**src/rtl/ws2812b_pkg.sv**
```systemverilog
// Shared types and constants for the WS2812B transmit chain.
// Default timing targets a 50 MHz system clock.
package ws2812b_pkg;

  localparam int unsigned BITS_PER_PIXEL = 24;

  localparam int unsigned DEFAULT_BIT_PERIOD   = 62;
  localparam int unsigned DEFAULT_PIXELS       = 60;
  localparam int unsigned DEFAULT_RESET_CYCLES = 2800;

  typedef enum logic [1:0] {
    StIdle,
    StLoad,
    StShift,
    StLatch
  } state_e;

  // Width needed to hold 0..terminal-1, never narrower than one bit.
  function automatic int unsigned cnt_width(input int unsigned terminal);
    return (terminal > 1) ? $clog2(terminal) : 1;
  endfunction

endpackage

```
**src/rtl/ws2812b_interval_timer.sv**
```systemverilog
// Up-counter over 0..TERMINAL-1 with synchronous clear and a terminal-count flag.
// Wraps to zero after the terminal count while enabled.
module ws2812b_interval_timer
  import ws2812b_pkg::*;
#(
  parameter int unsigned TERMINAL = 4,
  localparam int unsigned CW = cnt_width(TERMINAL)
) (
  input  logic          clk,
  input  logic          reset,
  input  logic          clear,
  input  logic          en,
  output logic [CW-1:0] count,
  output logic          tc
);

  logic [CW-1:0] count_q, count_d;

  assign tc    = (count_q == CW'(TERMINAL - 1));
  assign count = count_q;

  always_comb begin
    count_d = count_q;
    if (clear) begin
      count_d = '0;
    end else if (en) begin
      count_d = tc ? '0 : count_q + CW'(1);
    end
  end

  always_ff @(posedge clk) begin
    if (reset) begin
      count_q <= '0;
    end else begin
      count_q <= count_d;
    end
  end

endmodule

```
**src/rtl/ws2812b_frame_sequencer.sv**
```systemverilog
// Frame sequencer for the WS2812B FIFO transmitter: bit/word strobes, pixel
// sequencing, latch gap, and busy/done/underrun status towards the host.
module ws2812b_frame_sequencer
  import ws2812b_pkg::*;
#(
  parameter int unsigned BIT_PERIOD   = DEFAULT_BIT_PERIOD,
  parameter int unsigned PIXELS       = DEFAULT_PIXELS,
  parameter int unsigned RESET_CYCLES = DEFAULT_RESET_CYCLES,
  localparam int unsigned PW = cnt_width(PIXELS)
) (
  input  logic          clk,
  input  logic          reset,
  input  logic          enable,
  input  logic          start,
  input  logic          fifo_valid,
  input  logic          clear_underrun,
  output logic          btrig,
  output logic          wtrig,
  output logic          busy,
  output logic          frame_done,
  output logic          underrun,
  output logic [PW-1:0] pixel_index
);

  localparam int unsigned BW  = cnt_width(BITS_PER_PIXEL);
  localparam int unsigned PCW = cnt_width(BIT_PERIOD);
  localparam int unsigned LCW = cnt_width(RESET_CYCLES);

  state_e        state_q, state_d;
  logic [BW-1:0] bit_cnt_q, bit_cnt_d;
  logic [PW-1:0] pixel_cnt_q, pixel_cnt_d;
  logic          underrun_q, underrun_d;
  logic          set_underrun;

  logic           in_shift, in_latch, last_pixel, last_bit;
  logic [PCW-1:0] period_cnt;
  logic           period_tc;
  logic [LCW-1:0] unused_latch_cnt;
  logic           latch_tc;

  assign in_shift   = (state_q == StShift);
  assign in_latch   = (state_q == StLatch);
  assign last_pixel = (pixel_cnt_q == PW'(PIXELS - 1));
  assign last_bit   = (bit_cnt_q == BW'(BITS_PER_PIXEL - 1));

  // Held at zero outside SHIFT so the first bit of a frame starts a full period.
  ws2812b_interval_timer #(
    .TERMINAL(BIT_PERIOD)
  ) u_period_timer (
    .clk  (clk),
    .reset(reset),
    .clear(!in_shift),
    .en   (in_shift),
    .count(period_cnt),
    .tc   (period_tc)
  );

  ws2812b_interval_timer #(
    .TERMINAL(RESET_CYCLES)
  ) u_latch_timer (
    .clk  (clk),
    .reset(reset),
    .clear(!in_latch),
    .en   (in_latch),
    .count(unused_latch_cnt),
    .tc   (latch_tc)
  );

  always_comb begin
    state_d      = state_q;
    bit_cnt_d    = bit_cnt_q;
    pixel_cnt_d  = pixel_cnt_q;
    set_underrun = 1'b0;
    wtrig        = 1'b0;

    unique case (state_q)
      StIdle: begin
        if (start && enable) begin
          if (fifo_valid) begin
            state_d = StLoad;
          end else begin
            set_underrun = 1'b1;
          end
        end
      end

      StLoad: begin
        wtrig       = 1'b1;
        bit_cnt_d   = '0;
        pixel_cnt_d = '0;
        state_d     = StShift;
      end

      StShift: begin
        if (!enable) begin
          state_d = StLatch;
        end else if (period_tc) begin
          if (!last_bit) begin
            bit_cnt_d = bit_cnt_q + BW'(1);
          end else if (last_pixel) begin
            state_d = StLatch;
          end else if (fifo_valid) begin
            // Pop the next word in the last cycle of the pixel so bits run back to back.
            wtrig       = 1'b1;
            pixel_cnt_d = pixel_cnt_q + PW'(1);
            bit_cnt_d   = '0;
          end else begin
            set_underrun = 1'b1;
            state_d      = StLatch;
          end
        end
      end

      StLatch: begin
        if (latch_tc) begin
          state_d = StIdle;
        end
      end

      default: state_d = StIdle;
    endcase

    if (set_underrun) begin
      underrun_d = 1'b1;
    end else if (clear_underrun) begin
      underrun_d = 1'b0;
    end else begin
      underrun_d = underrun_q;
    end
  end

  always_ff @(posedge clk) begin
    if (reset) begin
      state_q     <= StIdle;
      bit_cnt_q   <= '0;
      pixel_cnt_q <= '0;
      underrun_q  <= 1'b0;
    end else begin
      state_q     <= state_d;
      bit_cnt_q   <= bit_cnt_d;
      pixel_cnt_q <= pixel_cnt_d;
      underrun_q  <= underrun_d;
    end
  end

  assign btrig       = in_shift && (period_cnt == '0);
  assign busy        = (state_q != StIdle);
  assign frame_done  = in_latch && latch_tc;
  assign underrun    = underrun_q;
  assign pixel_index = pixel_cnt_q;

endmodule

```
**config.mk**
```make
export PLATFORM = sky130hd
export DESIGN_NAME = ws2812b_frame_sequencer
export DESIGN_NICKNAME = d
export VERILOG_FILES = /design/src/rtl/ws2812b_pkg.sv /design/src/rtl/ws2812b_interval_timer.sv /design/src/rtl/ws2812b_frame_sequencer.sv
export SDC_FILE = /design/constraint.sdc
export NUM_CORES = 1
export LEC_CHECK = 0
export CAP_MARGIN = 20
export CORE_UTILIZATION = 34
export CTS_CLUSTER_DIAMETER = 150
export DETAILED_ROUTE_END_ITERATION = 8
export SLEW_MARGIN = 10
export SYNTH_ARGS = -nofsm -noshare
export SYNTH_HDL_FRONTEND = slang
export SYNTH_SLANG_ARGS = --single-unit
```
**constraint.sdc**
```tcl
create_clock -name clk -period 2.2 [get_ports clk]
set_clock_uncertainty 0.05 [all_clocks]
set_input_delay 0.33 -clock clk [delete_from_list [all_inputs] [get_ports clk]]
set_output_delay 0.33 -clock clk [all_outputs]
set_load 0.01 [all_outputs]
```
======== Word level (Yosys, flattened, before mapping) ========
Index checks and enable logic that the tools add are counted.
Widths: inputs -> output; s select.
word-level totals
  register bits ........................... 32
  bits in latches ......................... 0
  memory bits (writable) .................. 0
  bits in read-only memories .............. 0
  output and inout port bits .............. 11
  logic and storage cells ................. 81
  memories kept ........................... 0
operators by class
  add/sub/neg operators ................... 4
  multipliers ............................. 0
  divide/modulo/power cells ............... 0
  order comparisons ....................... 0
  equal/unequal tests ..................... 20
  shift operators ......................... 0
  multiplexer cells ....................... 36
  bitwise logic cells ..................... 2
  reduce and logical (&&, ||, !) cells .... 13
operators with widths
  kind                   number
  $mux 6                 5
  $mux 5                 5
  $mux 2                 8
  $mux 1                 13
  $add 12x1->12 const B  1
  $add 6x1->6 const B    2
  $eq 12x12->1 const B   1
  $eq 6x6->1 const B     2
  $pmux 6 s2             1
  $reduce_and 6->1       2
  $ne 2x2->1 const B     5
  $pmux 5 s2             1
  $pmux 2 s4             1
  $logic_not 6->1        1
  $ne 2x1->1 const B     3
  $ne 3x2->1 const B     2
  $ne 3x3->1 const B     2
  $reduce_bool 2->1      3
  $reduce_or 3->1        2
  $add 5x1->5 const B    1
  $eq 5x5->1 const B     1
  $reduce_and 5->1       1
  $eq 2x2->1 const B     2
  $ne 4x3->1 const B     1
  5 further kinds        9

======== Depth between registers and ports, before layout ========
  depth in word-level cells ............... 7
  mapped depth ............................ 8
  depth with buffers taken out ............ 7

======== Modules after synthesis ========
From an unflattened synthesis, not the netlist that was laid out.
unflattened totals
  cell total of the unflattened synthesis .. 205
  area, all modules ....................... 1755.4 um^2
by module, submodules not included
  module                                   instances  cells each  area each (um^2)  seq. area each (um^2)
  ws2812b_frame_sequencer                  1          103         873.3             280.3
  ws2812b_interval_timer (u_latch_timer)   1          62          560.5             240.2
  ws2812b_interval_timer (u_period_timer)  1          40          321.6             120.1

======== Least setup slack after synthesis ========
Ideal clock, no wire load.
  path type ............................... register to register
  start ................................... register state_q[0]
  end ..................................... register pixel_cnt_q[3], in the netlist pixel_index[3]
  setup time .............................. 0.070 ns
  data arrival time ....................... 1.715 ns
  required time ........................... 2.080 ns
  slack ................................... 0.365 ns
  cell stages (with the launch flop) ...... 9
  cell sequence ........................... dfxtp_1 inv_1 ha_1 buf_6 inv_1 nor4_4 a21oi_2 or3_1 a21oi_1
on the way
  cells in the longest elaborated chain, start to end .. 3
  elaborated cells on any way between the ends .. 10
  those cells by class .................... eq/ne: 7; mux: 1; reduce/logical: 2
RTL lines
  element                                                    RTL line                        RTL
  start, declared                                            ws2812b_frame_sequencer.sv:29   state_e state_q, state_d;
  start signal, assigned                                     ws2812b_frame_sequencer.sv:134  state_q <= StIdle;
  start signal, assigned                                     ws2812b_frame_sequencer.sv:139  state_q <= state_d;
  $eq 2x2->1 or $eq 2x1->1 (tied branches)                   ws2812b_frame_sequencer.sv:76   unique case (state_q)
  $ne 2x1->1 (no source line), or another cell as far along  -
  $reduce_and 6->1 (no source line)                          -
  end signal, assigned                                       ws2812b_frame_sequencer.sv:141  pixel_cnt_q <= pixel_cnt_d;
  end, declared                                              ws2812b_frame_sequencer.sv:31   logic [PW-1:0] pixel_cnt_q, pixel_cnt_d;
Parallel ways exist; a longest one is shown, timed or not.
A chain may end at the register's enable or synchronous reset.

======== Worst setup path in the final report ========
  start ................................... register u_period_timer.count_q[1], in the netlist u_period_timer.count[1]
  end ..................................... output btrig
on the way
  cells in the longest elaborated chain, start to end .. 2
RTL lines
  element                 RTL line                        RTL
  start, declared         ws2812b_interval_timer.sv:17    logic [CW-1:0] count_q, count_d;
  start signal, assigned  ws2812b_interval_timer.sv:35    count_q <= count_d;
  $logic_not 6->1         ws2812b_frame_sequencer.sv:146  assign btrig = in_shift && (period_cnt == '0);
  $logic_and 1x1->1       ws2812b_frame_sequencer.sv:146
  end, declared           ws2812b_frame_sequencer.sv:17   output logic btrig,
Every way passes these cells.

==> summary.txt <==
Detailed routing
  • Final WL: around 3300 um
  • Via Count: about 1.4k
  • First-pass DRT Iterations: 5
  • Remaining DRCs: 0
  • Vias per cell: ~5
  • Initial DRC Count: 73
  • WL/cell: 11.3 um
  • Post-route ant nets: 0

Clock network
  • # Post-CTS Setup Buffers: 0
  • Clock buffer depth: 2
  • H-tree depth: 2
  • Root Buffer: clkbuf_8
  • Clock sinks: 32
  • Clock slew at reported path FFs: ~0.06 ns
  • CTS buffer count: 5
  • Clock Latency Late Sink: between 0.2 and 0.3 ns
  • CTS tree: yes

Run status
  • Outcome: finished clean

Setup path
  • Crit end category: primary output
  • CP Launch Type: flip-flop
  • WS Path Type: flip-flop to primary output
  • CP Max Fanout: 3
  • CP Data Arrival Time: roughly 1.7 ns
  • CP Data Required Time: between 1.5 and 2 ns
  • Reg2Reg Setup Slack: between 0.3 and 0.4 ns

STA
  • Least-Margin Pin Slew: about 0.41 ns
  • WHS: approximately 0.42 ns
  • Slew Viols, Final: 0
  • Fin crit share: 0.925
  • Setup TNS: 0 ns
  • Final Critical Period: just over 2 ns
  • Final hold vios: 0
  • Slew margin rel.: 0.723
  • Top achievable clock speed: between 0.4 and 0.5 GHz
  • Setup-failing EPs final: 0
  • Unrepaired setup endpoints after global routing: no

Floorplan
  • Core area: between 4000 and 5000 um2
  • Full die area: ~5100 um2
  • Die width: just over 70 um
  • # rows: 24
  • Initial core utilization: 0.364
  • Vert. Die Dim: 71.5 um
  • Num ports: 17

Logic synthesis
  • Post-synth cell types: 35
  • Mapped Nets: approximately 210
  • Post-synth EDFFs: 0
  • Post-synthesis sequential area ratio: 0.391
  • Syn avg cell area: 8.41 um2
  • Post-synthesis cell area: 1640 um2
  • Top cell type's share of synthesized area: 0.391
  • Most frequent cell after synthesis: dfxtp_1
  • Post-synth ARST share: 0
  • Top cells by count, synth: dfxtp_1, nor2_1, nand2_1
  • Synth Flop Type: dfxtp_1
  • Synth Warn #: 0
  • Dominant cells by area after synthesis: dfxtp_1, ha_1, nor2_1
  • Flops & latches, synth: 32
  • Area leader, netlist: dfxtp_1
  • Cells after Synth: 195

Global route
  • Global-route wire length before repair: 5790 um
  • Vias in the first global route: around 1.3k
  • Initial antenna violation count: 0
  • Total Routing Usage GR: 0.144
  • Largest net degree at the start of global routing: 13
  • Grt ovf: 0

Layout
  • Final Instance Area: 2120 um2
  • Post-layout nets: between 200 and 300
  • Filler cell count: 452
  • Fin cells: between 200 and 300
  • Final Core Density: 0.470
  • Share of cells above drive strength 1: 0.190
  • Layout overhead on the synthesized area: 29.0%
  • Number of diodes: 0

Power and ir drop
  • PD cells: 683 nW/um2
  • Pleak: 0.000819 uW
  • VDD IR max: about 0.35 mV

Worst hold path
  • Hold WC Path Type: flip-flop to flip-flop

Flow run
  • Max-Cap Viols: 0

Placed design
  • GPL Wtd Cong: 0.757
  • Hpwl dp: about 2500 um
  • IO Port Bufs: 16
  • Post-DP Area: between 2000 and 2500 um2
  • Post-Place Cells: ~280
registers in the layout (all words and copies together) (netlist names):
signal / flops
underrun: 1
u_period_timer.count: 6
u_latch_timer.count: 12
pixel_index: 6
bit_cnt_q: 5
state_q: 2
layout by cell type, fill, tap and decap left out, types with 7 or more instances in the layout:
cell and n:
nor2_1 29, dfxtp_1 28, buf_4 23, nand2_1 14, clkdlybuf4s50_1 13, inv_1 12
nand3_1 11, a21oi_1 10, ha_1 9, o21ai_0 8, or3_1 7, xor2_1 7
xnor2_1 7
area by class of cell:
cell class	count	area (um2)	share of cell area
multi-input cells	146	946	0.447
flip-flops and latches	32	646	0.305
inverters	12	45.0	0.0213
repair buffers	39	322	0.152
clock inverters	2	10.0	0.00473
well taps	52	65.1	0.0308
clock buffers	6	82.6	0.0390
power breakdown:
group	switching, uW	internal [uW]	leakage, uW
registers	11.4	599	0.000260
clock network	207	249	0.0000510
logic	211	167	0.000508
total	429	1020	0.000819
through the flow:
stage | worst slack [ns] | total power, uW
4_1_cts | 0.00722 | 1460
3_5_place_dp | -0.117 | 1010
6_report | 0.166 | 1440
5_1_grt | 0.00530 | 1530
3_3_place_gp | -0.114 | 1010
2_1_floorplan | 0.365 | 850
kinds of logic (layout without fill, tap and decap cells):
kind of cell	Yosys count	after routing	share of synthesized area
AND/OR/NAND/NOR	89	89	0.286
multiplexers	2	2	0.0122
AO/OA/AOI/OAI	31	31	0.117
XOR/XNOR	14	14	0.0748
buffers and inverters	17	59	0.0435
flip-flops	32	32	0.391
adder cells (fa/ha/maj)	10	10	0.0763
routing by layer:
metal  track usage  share of wire
met5             0              0
met4        0.0719          0.019
met3        0.0295          0.037
met2         0.230           0.43
met1         0.185           0.52
final timing paths:
path                      startpoint                endpoint  cells past startpoint
min           u_latch_timer.count[0]  u_latch_timer.count[0]                      1
max reg2reg           pixel_index[1]          pixel_index[0]                      7
min reg2reg   u_latch_timer.count[0]  u_latch_timer.count[0]                      1
max          u_period_timer.count[1]                   btrig                      5
critical path: stages (launching register included):
cell and delay (ns):
dfxtp_1 0.31, inv_1 0.08, ha_1 0.14, or4b_2 0.59, nor3_2 0.12, clkbuf_2 0.15
timing repair:
| action | CTS | global route |
|---|---|---|
| resized for setup | 4 | 10 |
| pin swaps | 0 | 0 |
| hold buffers | 0 | 0 |
| endpoints found under the setup margin | 3 | 2 |
Power figures use the tool's default switching activity.
